**src/rtl/bin2bcd_pkg.sv**
```systemverilog
// Shared types and constants for the sequential binary-to-BCD converter.
// The FSM state type, the BCD digit width and the double-dabble adjust
// constants live here so the top and the digit adjuster agree on them.
package bin2bcd_pkg;

    typedef enum logic [0:0] {
        IDLE = 1'b0,
        CONV = 1'b1
    } state_t;

    localparam int DIGIT_W    = 4;
    localparam int ADJ_THRESH = 5;
    localparam int ADJ_VAL    = 3;

    // Largest value representable in 'digits' decimal digits (10^digits - 1).
    function automatic logic [63:0] max_decimal(input int digits);
        logic [63:0] p;
        p = 64'd1;
        for (int i = 0; i < digits; i++) begin
            p = p * 64'd10;
        end
        return p - 64'd1;
    endfunction

endpackage

```
**src/rtl/bcd_adj_digit.sv**
```systemverilog
// One double-dabble digit adjuster: a BCD digit of 5 or more gets 3 added
// (modulo 16) so that the following left shift carries correctly into the
// next decimal digit. Purely combinational.
module bcd_adj_digit
    import bin2bcd_pkg::*;
(
    input  logic [DIGIT_W-1:0] digit,
    output logic [DIGIT_W-1:0] adjusted
);

    // Add-3-if-at-least-5; the 4-bit add wraps naturally.
    always_comb begin
        adjusted = digit;
        if (digit >= DIGIT_W'(ADJ_THRESH)) begin
            adjusted = digit + DIGIT_W'(ADJ_VAL);
        end
    end

endmodule

```
**src/rtl/bin2bcd_seq.sv**
```systemverilog
// Sequential double-dabble binary-to-BCD converter, one shift-and-adjust
// iteration per clock; a conversion takes exactly WIDTH cycles from the
// accepting start edge to the done pulse.
// Optional feature: define BIN2BCD_SAT_EN to clamp results that do not fit
// in DIGITS decimal digits to all nines; otherwise the high digits are
// simply truncated.
//
// Handshake: start is only looked at in IDLE; the edge that sees start=1
// in IDLE captures bin and raises busy. busy stays high for the whole
// conversion, and done pulses for one cycle on the edge that loads bcd.
// start seen in the done cycle begins the next conversion with no gap.
module bin2bcd_seq
    import bin2bcd_pkg::*;
#(
    parameter int WIDTH  = 16,
    parameter int DIGITS = 5
) (
    input  logic                    clk,
    input  logic                    rst_n,
    input  logic                    start,
    input  logic [WIDTH-1:0]        bin,
    output logic                    busy,
    output logic                    done,
    output logic [4*DIGITS-1:0]     bcd,
    output state_t                  dbg_state
);

    localparam int BCD_W = DIGIT_W * DIGITS;
    localparam int CAT_W = BCD_W + WIDTH;
    localparam int CNT_W = $clog2(WIDTH + 1);

    state_t             state;
    state_t             state_next;
    logic               accept;
    logic               last_iter;
    logic [WIDTH-1:0]   shreg;
    logic [BCD_W-1:0]   work;
    logic [BCD_W-1:0]   adj;
    logic [CNT_W-1:0]   cnt;
    logic [CAT_W-1:0]   cat_next;
    logic [BCD_W-1:0]   result;

    // One adjuster per working digit; all digits adjust in parallel.
    for (genvar g = 0; g < DIGITS; g++) begin : g_adj
        bcd_adj_digit u_adj (
            .digit    (work[g*DIGIT_W +: DIGIT_W]),
            .adjusted (adj[g*DIGIT_W +: DIGIT_W])
        );
    end

`ifdef BIN2BCD_SAT_EN
    localparam logic [63:0] MAX_VAL = max_decimal(DIGITS);

    logic sat_flag;

    // Decide on capture whether the operand overflows the decimal range.
    always_ff @(posedge clk or negedge rst_n) begin
        if (!rst_n) begin
            sat_flag <= 1'b0;
        end else if (accept) begin
            sat_flag <= (64'(bin) > MAX_VAL);
        end
    end
`endif

    // FSM state register.
    always_ff @(posedge clk or negedge rst_n) begin
        if (!rst_n) begin
            state <= IDLE;
        end else begin
            state <= state_next;
        end
    end

    // Next state plus the accept / final-iteration strobes.
    always_comb begin
        state_next = state;
        accept     = 1'b0;
        last_iter  = 1'b0;
        case (state)
            IDLE: begin
                if (start) begin
                    accept     = 1'b1;
                    state_next = CONV;
                end
            end
            CONV: begin
                if (cnt == CNT_W'(1)) begin
                    last_iter  = 1'b1;
                    state_next = IDLE;
                end
            end
            default: state_next = IDLE;
        endcase
    end

    // Adjusted digits followed by the operand, shifted left by one; the
    // digit field of the shifted value is also the candidate result.
    always_comb begin
        cat_next = {adj, shreg} << 1;
        result   = cat_next[CAT_W-1:WIDTH];
`ifdef BIN2BCD_SAT_EN
        if (sat_flag) begin
            result = {DIGITS{4'h9}};
        end
`endif
    end

    // Datapath: capture, iterate, and publish the result with a done pulse.
    always_ff @(posedge clk or negedge rst_n) begin
        if (!rst_n) begin
            shreg <= '0;
            work  <= '0;
            cnt   <= '0;
            bcd   <= '0;
            done  <= 1'b0;
        end else begin
            done <= 1'b0;
            if (accept) begin
                shreg <= bin;
                work  <= '0;
                cnt   <= CNT_W'(WIDTH);
            end else if (state == CONV) begin
                work  <= cat_next[CAT_W-1:WIDTH];
                shreg <= cat_next[WIDTH-1:0];
                cnt   <= cnt - CNT_W'(1);
            end
            if (last_iter) begin
                bcd  <= result;
                done <= 1'b1;
            end
        end
    end

    assign busy      = (state == CONV);
    assign dbg_state = state;

endmodule
```
**config.mk**
```make
export PLATFORM = sky130hd
export DESIGN_NAME = bin2bcd_seq
export DESIGN_NICKNAME = d
export VERILOG_FILES = /design/src/rtl/bin2bcd_pkg.sv /design/src/rtl/bcd_adj_digit.sv /design/src/rtl/bin2bcd_seq.sv
export SDC_FILE = /design/constraint.sdc
export NUM_CORES = 1
export LEC_CHECK = 0
export CORE_MARGIN = 8
export CORE_UTILIZATION = 39
export DETAILED_ROUTE_END_ITERATION = 8
export DONT_BUFFER_PORTS = 1
export SLEW_MARGIN = 10
export SYNTH_ARGS = -nofsm -noshare
export SYNTH_HDL_FRONTEND = slang
export SYNTH_SLANG_ARGS = --single-unit
```
**constraint.sdc**
```tcl
create_clock -name clk -period 2.75 [get_ports clk]
set_clock_uncertainty 0.2 [all_clocks]
set_input_delay 0.6875 -clock clk [delete_from_list [all_inputs] [get_ports clk]]
set_output_delay 0.6875 -clock clk [all_outputs]
set_load 0.1 [all_outputs]
```
Word-level counts from Yosys, hierarchy flattened --
Index checks and enable logic that the tools add are counted.
Operators by class: add/subtract/negate cells 6, order comparisons 5, equality and inequality tests 1, multiplexer cells 18, bitwise operators 1, reduce and logical (&&, ||, !) cells 1
Operators with widths (number):
- $mux 20 | 2
- $mux 16 | 2
- $ge 4x3->1 const B | 5
- $add 4x2->4 const B | 4
- $mux 4 | 4
- $mux 5 | 2
- $mux 1 | 6
- $eq 5x1->1 const B | 1
- $sub 5x1->5 const B | 1
- $add 3x2->3 const B | 1
- $mux 3 | 1
- $pmux 1 s2 | 1
- $reduce_bool 2->1 | 1
- $not 1->1 | 1
Word-level totals: flip-flop bits (word level) 63, input port bits 19, output and inout port bits 23, word-level logic and storage cells 38

Longest topological paths before layout --
Gate-level depths: netlist (run 1).
depth in word-level cells 4, depth in mapped cells 6, gate-level depth less buffers 6

Cells and area by module --
From an unflattened synthesis (run 1), not the netlist that was laid out.
Second synthesis, totals: cells, all modules 267, area, all modules 3108.0 sq um
By module, submodules not included:
- bin2bcd_seq | instances 1, cells each 187, area each 2601.2 sq um, seq. area each 1576.5 sq um
- bcd_adj_digit | instances 5, cells each 16, area each 101.3 sq um, seq. area each 0.0 sq um

Worst setup path after synthesis (run 1) --
Ideal clock, no wire load.
path type register -> output, start register state, in the netlist busy, end output dbg_state, data arrival time 1356 ps, required time 1862 ps, setup slack 507 ps, cell stages (with the launch flop) 2, cells stage by stage dfrtp_1 -> buf_4
RTL lines:
- start: declaration | RTL line bin2bcd_seq.sv:32 | state_t state;
- start signal: assignment | RTL line bin2bcd_seq.sv:71 | state <= state_next;
- end: declaration | RTL line bin2bcd_seq.sv:25 | output state_t dbg_state
No word-level cell between the ends.

Worst setup path in the final report (run 1) --
start register bcd[2], end output bcd[2]
RTL lines:
- start: declaration | RTL line bin2bcd_seq.sv:24 | output logic [4*DIGITS-1:0] bcd,
- start signal: assignment | RTL line bin2bcd_seq.sv:129 | bcd <= result;
No word-level cell between the ends.

==> flow_summary.yaml, run 1 <==
clock_network:
  ctsHoldBuffers: 1
  numCtsBuffers: 9
  cts_tree: "built"
  cts_sinks: 63
  cts_resized: 0
  htreeDepth: 3
  clock_path_buffers: 2
  clkLatencyLatePin_ns: 0.35
  cts-root-buf: "clkbuf_8"
  cts_setup_buffers: 0
  clk_pin_slew_ns: 0.07
synthesis:
  synth_compound_area_share_pct: 13.5
  netlist_instances: 286
  ys_warn_count: 0
  synth-simple-area-share_pct: 11.8
  synth_top_family_by_area: "compound AO/OA/AOI/OAI gates"
  synth_top_area_share_pct: 51.4
  synth_top_area_cell: "dfrtp_1"
  syn_avg_cell_area_um2: 10.7
  yosysSeqAreaShare_pct: 51.4
  synth_xor_area_share_pct: 2.00
  ys_ff_latch: 63
  synth_edf_count: 0
  synth.distinct_cells: 30
  synth-adder-area-share_pct: 4.89
  synth.area.top_cells: "dfrtp_1, mux2i_1, o21ai_0, ha_1, nand2_1"
  synth_nets: 317
  synth_mux_area_share_pct: 11.5
  syn-cell-area_um2: 3070
  ys.flop_type: "dfrtp_1"
  ys_async_sr_fraction_pct: 100
routing:
  avgViaCountPerCell: 5.05
  drtPass1Iterations: 4
  drc: 0
  avgRoutedWirePerCell_um: 15.0
  ant_nets: 0
  vias: 2031
  routed_wl_um: 6040
  drtIter0Drc: 66
timing:
  hold_viol: 0
  holdWs_ns: 0.00788
  setup_viol: 0
  rsz0062_at_grt: "false"
  worstMarginPinSlew_ns: 0.940
  slew_violations: 0
  fin_crit_sh_pct: 79.7
  slew_headroom_pct: 37.3
  max_freq_mhz: 456
  post-route-min-period_ns: 2.19
  final.setup.tns_ns: 0
layout:
  syn2layout_area_growth_pct: 12.8
  postLayoutCoreUtil_pct: 45.0
  fin_nets: 326
  drive_above_1_share_pct: 14.7
  antennaDiodeCount: 0
  fin_area_um2: 3460
  fill_cells: 752
hold_path:
  hold_class: "in2async"
worst_setup_path:
  crit_path_start_kind: "register"
  rr_worst_depth: 5
  startpoint: "bcd[2]"
  critical_path_peak_fanout: 2
  critical_path_cell_count: 0
  cp.arrival_ns: 1.31
  r2r-start: "cnt[1]"
  critPathRequiredTime_ns: 1.86
  r2r_end: "bcd[5]"
  r2r_slack_ns: 0.84
  path_class: "reg2out"
  cp-end-kind: "primary output"
  cp-endpoint: "bcd[2]"
floorplan:
  die_area_um2: 11000
  rows: 32
  die_h_um: 105
  initial_utilization_pct: 39.9
  core_area_um2: 7690
  ios: 42
  die_w_um: 105
outcome:
  status: "completed"
global_route:
  grt_pass1_vias: 1952
  grt_usage_pct: 11.4
  gr-total-overflow: 0
  grt_antenna_before_repair: 0
  grt_max_degree: 66
  grt_pass1_wl_um: 9980
place:
  placed_area_um2: 3210
  gp_congestion: 0.742
  port-buffer-count: 0
  dp_hpwl_um: 4010
flow_run:
  timing.max_cap.violations: 0
per-stage QoR:
stage | setup slack [ns] | std cells
finish | 0.557 | 402
global route | 0.505 | 402
CTS | 0.523 | 402
detailed placement | 0.826 | 385
global placement | 0.861 | 385
floorplan | 0.507 | 286
final cells by class:
type	instances	area, um^2	share of cell area [%]
Clock buffer	13	159	4.59
Clock inverter	3	65.1	1.88
Inverter	14	52.6	1.52
Multi-Input combinational cell	193	1340	38.7
Sequential cell	63	1580	45.7
Tap cell	102	128	3.69
Timing Repair Buffer	14	138	3.98
layer usage:
| metal | up-vias | track usage [%] | wire [um] |
|---|---|---|---|
| met3 | 11 | 6.14 | 533 |
| met1 | 978 | 13.1 | 2740 |
| met2 | 41 | 17.2 | 2650 |
| met4 | 0 | 5.20 | 108 |
| met5 | - | 0 | 0 |
| li1 | 1001 | - | - |
how the worst min path moves through the flow:
stage | cells past startpoint | end | slack (ns) | from
after CTS | 1 | bcd[4] | 0.007 | rst_n
after floorplan | 0 | bcd[0] | 0.19 | rst_n
after detailed placement | 0 | bcd[4] | 0.19 | rst_n
final | 1 | bcd[4] | 0.008 | rst_n
after global routing | 1 | bcd[7] | 0.01 | rst_n
after global placement | 0 | bcd[7] | 0.19 | rst_n
placed cells by master (no fill, tap or decap), drive strengths merged, types with 10 or more instances in the layout:
| cell | count |
|---|---|
| clkbuf | 13 |
| inv | 14 |
| ha | 12 |
| buf | 14 |
| mux2 | 10 |
| a21oi | 15 |
| nand2 | 33 |
| mux2i | 21 |
| dfrtp | 63 |
| o21ai | 40 |
synth_stat cells (2+ instances only):
| library cell | n |
|---|---|
| nor2_1 | 9 |
| clkbuf_1 | 6 |
| nor3_1 | 7 |
| and2_1 | 3 |
| a22o_1 | 8 |
| buf_2 | 5 |
| ha_1 | 12 |
| buf_4 | 3 |
| nand2b_1 | 5 |
| a21o_1 | 7 |
| o21ai_0 | 40 |
| inv_1 | 13 |
| nand2_1 | 33 |
| xnor2_1 | 6 |
| a21oi_2 | 2 |
| a21oi_1 | 13 |
| nor3b_1 | 6 |
| mux2_2 | 2 |
| dfrtp_1 | 63 |
| or3_1 | 6 |
| mux2_4 | 8 |
| mux2i_1 | 21 |
cells by family after synthesis:
group	after synthesis
buffers and inverters	30
xor gates and xnor gates	7
muxes	31
adders and majority gates	12
AOI/OAI and AO/OA	71
DFF	63
and+or+nand+nor	72
sequential cells by signal (all words and copies together) (netlist names):
signal,count
shreg,16
busy,1
bcd,20
cnt,5
work,20
done,1
Power of run 1 is not shown: default switching activity piles up to over one toggle a cycle in this logic, so the estimate is an artifact.
==> run 2, diff against run 1 <==
==> constraint.sdc (replaced) <==
create_clock -name clk -period 1.94 [get_ports clk]
set_clock_uncertainty 0.2 [all_clocks]
set_input_delay 0.485 -clock clk [delete_from_list [all_inputs] [get_ports clk]]
set_output_delay 0.485 -clock clk [all_outputs]
set_load 0.1 [all_outputs]
==> run 2 against run 1 <==
  * The flow now finishes with violations (hold timing)
  * Critical path depth increased by 6
  * Die area unchanged
  * Count of clock-buffer cells in the layout shrank 1
  * First-iteration DRC count is 80% higher
  * Hold slack worse by 0.37 ns
  * Register-to-register slack lost 0.70 ns
  * Final area rose by 1.4%
  * Critical endpoint is now bcd[2]
  * Largest cell class unchanged
==> flow_summary.yaml, run 2 (synthesized netlist as in run 1, its figures left out) <==
clock_network:
  clock_path_buffers: 2
  clkLatencyLatePin_ns: 0.33
  cts-root-buf: "clkbuf_8"
  clk_pin_slew_ns: 0.07
  cts_tree: "built"
  cts_sinks: 63
  numCtsBuffers: 9
  htreeDepth: 3
floorplan:
  ios: 42
  die_area_um2: 11000
  die_w_um: 105
  core_area_um2: 7690
  die_h_um: 105
  rows: 32
  initial_utilization_pct: 39.9
timing:
  holdWs_ns: -0.358
  worstMarginPinSlew_ns: 0.517
  slew_violations: 0
  max_freq_mhz: 554
  fin_crit_sh_pct: 93.0
  final.setup.tns_ns: 0
  rsz0062_at_grt: "false"
  setup_viol: 0
  slew_headroom_pct: 65.5
  hold_viol: 63
  post-route-min-period_ns: 1.80
layout:
  largest_registers: "bcd: 20 flops, work: 20 flops, shreg: 16 flops"
  postLayoutCoreUtil_pct: 45.7
  drive_above_1_share_pct: 19.0
  antennaDiodeCount: 0
  mostFrequentLayoutCells: "dfrtp_1, o21ai_0, nand2_1"
  fin_area_um2: 3510
  fin_nets: 333
  layout_commonest_cell: "dfrtp_1"
  syn2layout_area_growth_pct: 14.3
place:
  port-buffer-count: 0
  dp_hpwl_um: 4080
  gp_congestion: 0.750
  placed_area_um2: 3320
worst_setup_path:
  r2r-start: "work[0]"
  crit_path_start_kind: "register"
  cp-end-kind: "register"
  rr_worst_depth: 6
  critPathRequiredTime_ns: 2.01
  path_class: "reg2reg"
  critical_path_peak_fanout: 5
  r2r_end: "bcd[2]"
  cp.arrival_ns: 1.87
  r2r_slack_ns: 0.14
routing:
  drtPass1Iterations: 4
  avgRoutedWirePerCell_um: 14.6
  avgViaCountPerCell: 4.93
  ant_nets: 0
  routed_wl_um: 5950
  vias: 2010
  drc: 0
  drtIter0Drc: 119
outcome:
  status: "finished, violations left"
  failed_checks: "hold timing"
global_route:
  gr-total-overflow: 0
  grt_antenna_before_repair: 0
  grt_pass1_wl_um: 10100
  grt_pass1_vias: 1938
  grt_max_degree: 64
  grt_usage_pct: 11.3
flow_run:
  timing.max_cap.violations: 0
hold_path:
  hold_class: "in2async"
-- run 2: layer usage --
metal,share of wire (%),track usage (%)
met5,0,0
met1,46,13.3
met2,45,17.3
met3,7.9,5.77
met4,1.4,4.28
-- run 2: timing repair --
action / 4_1_cts / 5_1_grt
setup buffers: 0 / 0
setup endpoints to repair: 6 / 0
endpoints found under the hold margin: 63 / 63
gates resized for setup: 6 / 0
-- run 2: final cells by class --
| cell class | instances | area (um^2) |
|---|---|---|
| inverter | 14 | 52.6 |
| multi-input combinational | 193 | 1340 |
| timing repair buffer | 21 | 220 |
| sequential | 63 | 1590 |
| clock buffer | 12 | 165 |
| tap | 102 | 128 |
| clock inverter | 3 | 17.5 |
| fill | 732 | 4180 |
-- run 2: worst max-delay path by stage --
stage / startpoint / to / slack (ns) / cells past startpoint
2_1_floorplan: busy / bcd[10] / 0.09 / 6
3_3_place_gp: work[0] / bcd[2] / 0.19 / 6
3_5_place_dp: work[0] / bcd[2] / 0.15 / 6
4_1_cts: work[0] / bcd[2] / 0.13 / 6
5_1_grt: work[0] / bcd[2] / 0.04 / 6
6_report: work[0] / bcd[2] / 0.14 / 6
-- run 2: critical path, stage by stage, from the launching register on --
cell and delay [ns]:
dfrtp_1 0.39, inv_1 0.12, ha_1 0.26, nand2b_1 0.11
a21oi_2 0.20, mux2i_1 0.28, mux2_4 0.18
-- run 2: stage by stage --
step / setup WS, ns / cells
after floorplan: 0.0925 / 286
after global placement: 0.192 / 393
after detailed placement: 0.155 / 393
after CTS: 0.128 / 408
after global routing: 0.0373 / 408
final: 0.136 / 408
Power of run 2 is left out for the same reason.
==> run 3, diff against run 2 <==
--- a/config.mk
+++ b/config.mk
@@ -9,6 +9,7 @@
 export CORE_UTILIZATION = 39
 export DETAILED_ROUTE_END_ITERATION = 8
 export DONT_BUFFER_PORTS = 1
+export SKIP_CTS_REPAIR_TIMING = 1
 export SLEW_MARGIN = 10
 export SYNTH_ARGS = -nofsm -noshare
 export SYNTH_HDL_FRONTEND = slang
==> results of run 3 <==
No change in the layout: final DEF, timing and power equal those of run 2.
Power of run 3 is left out for the same reason.
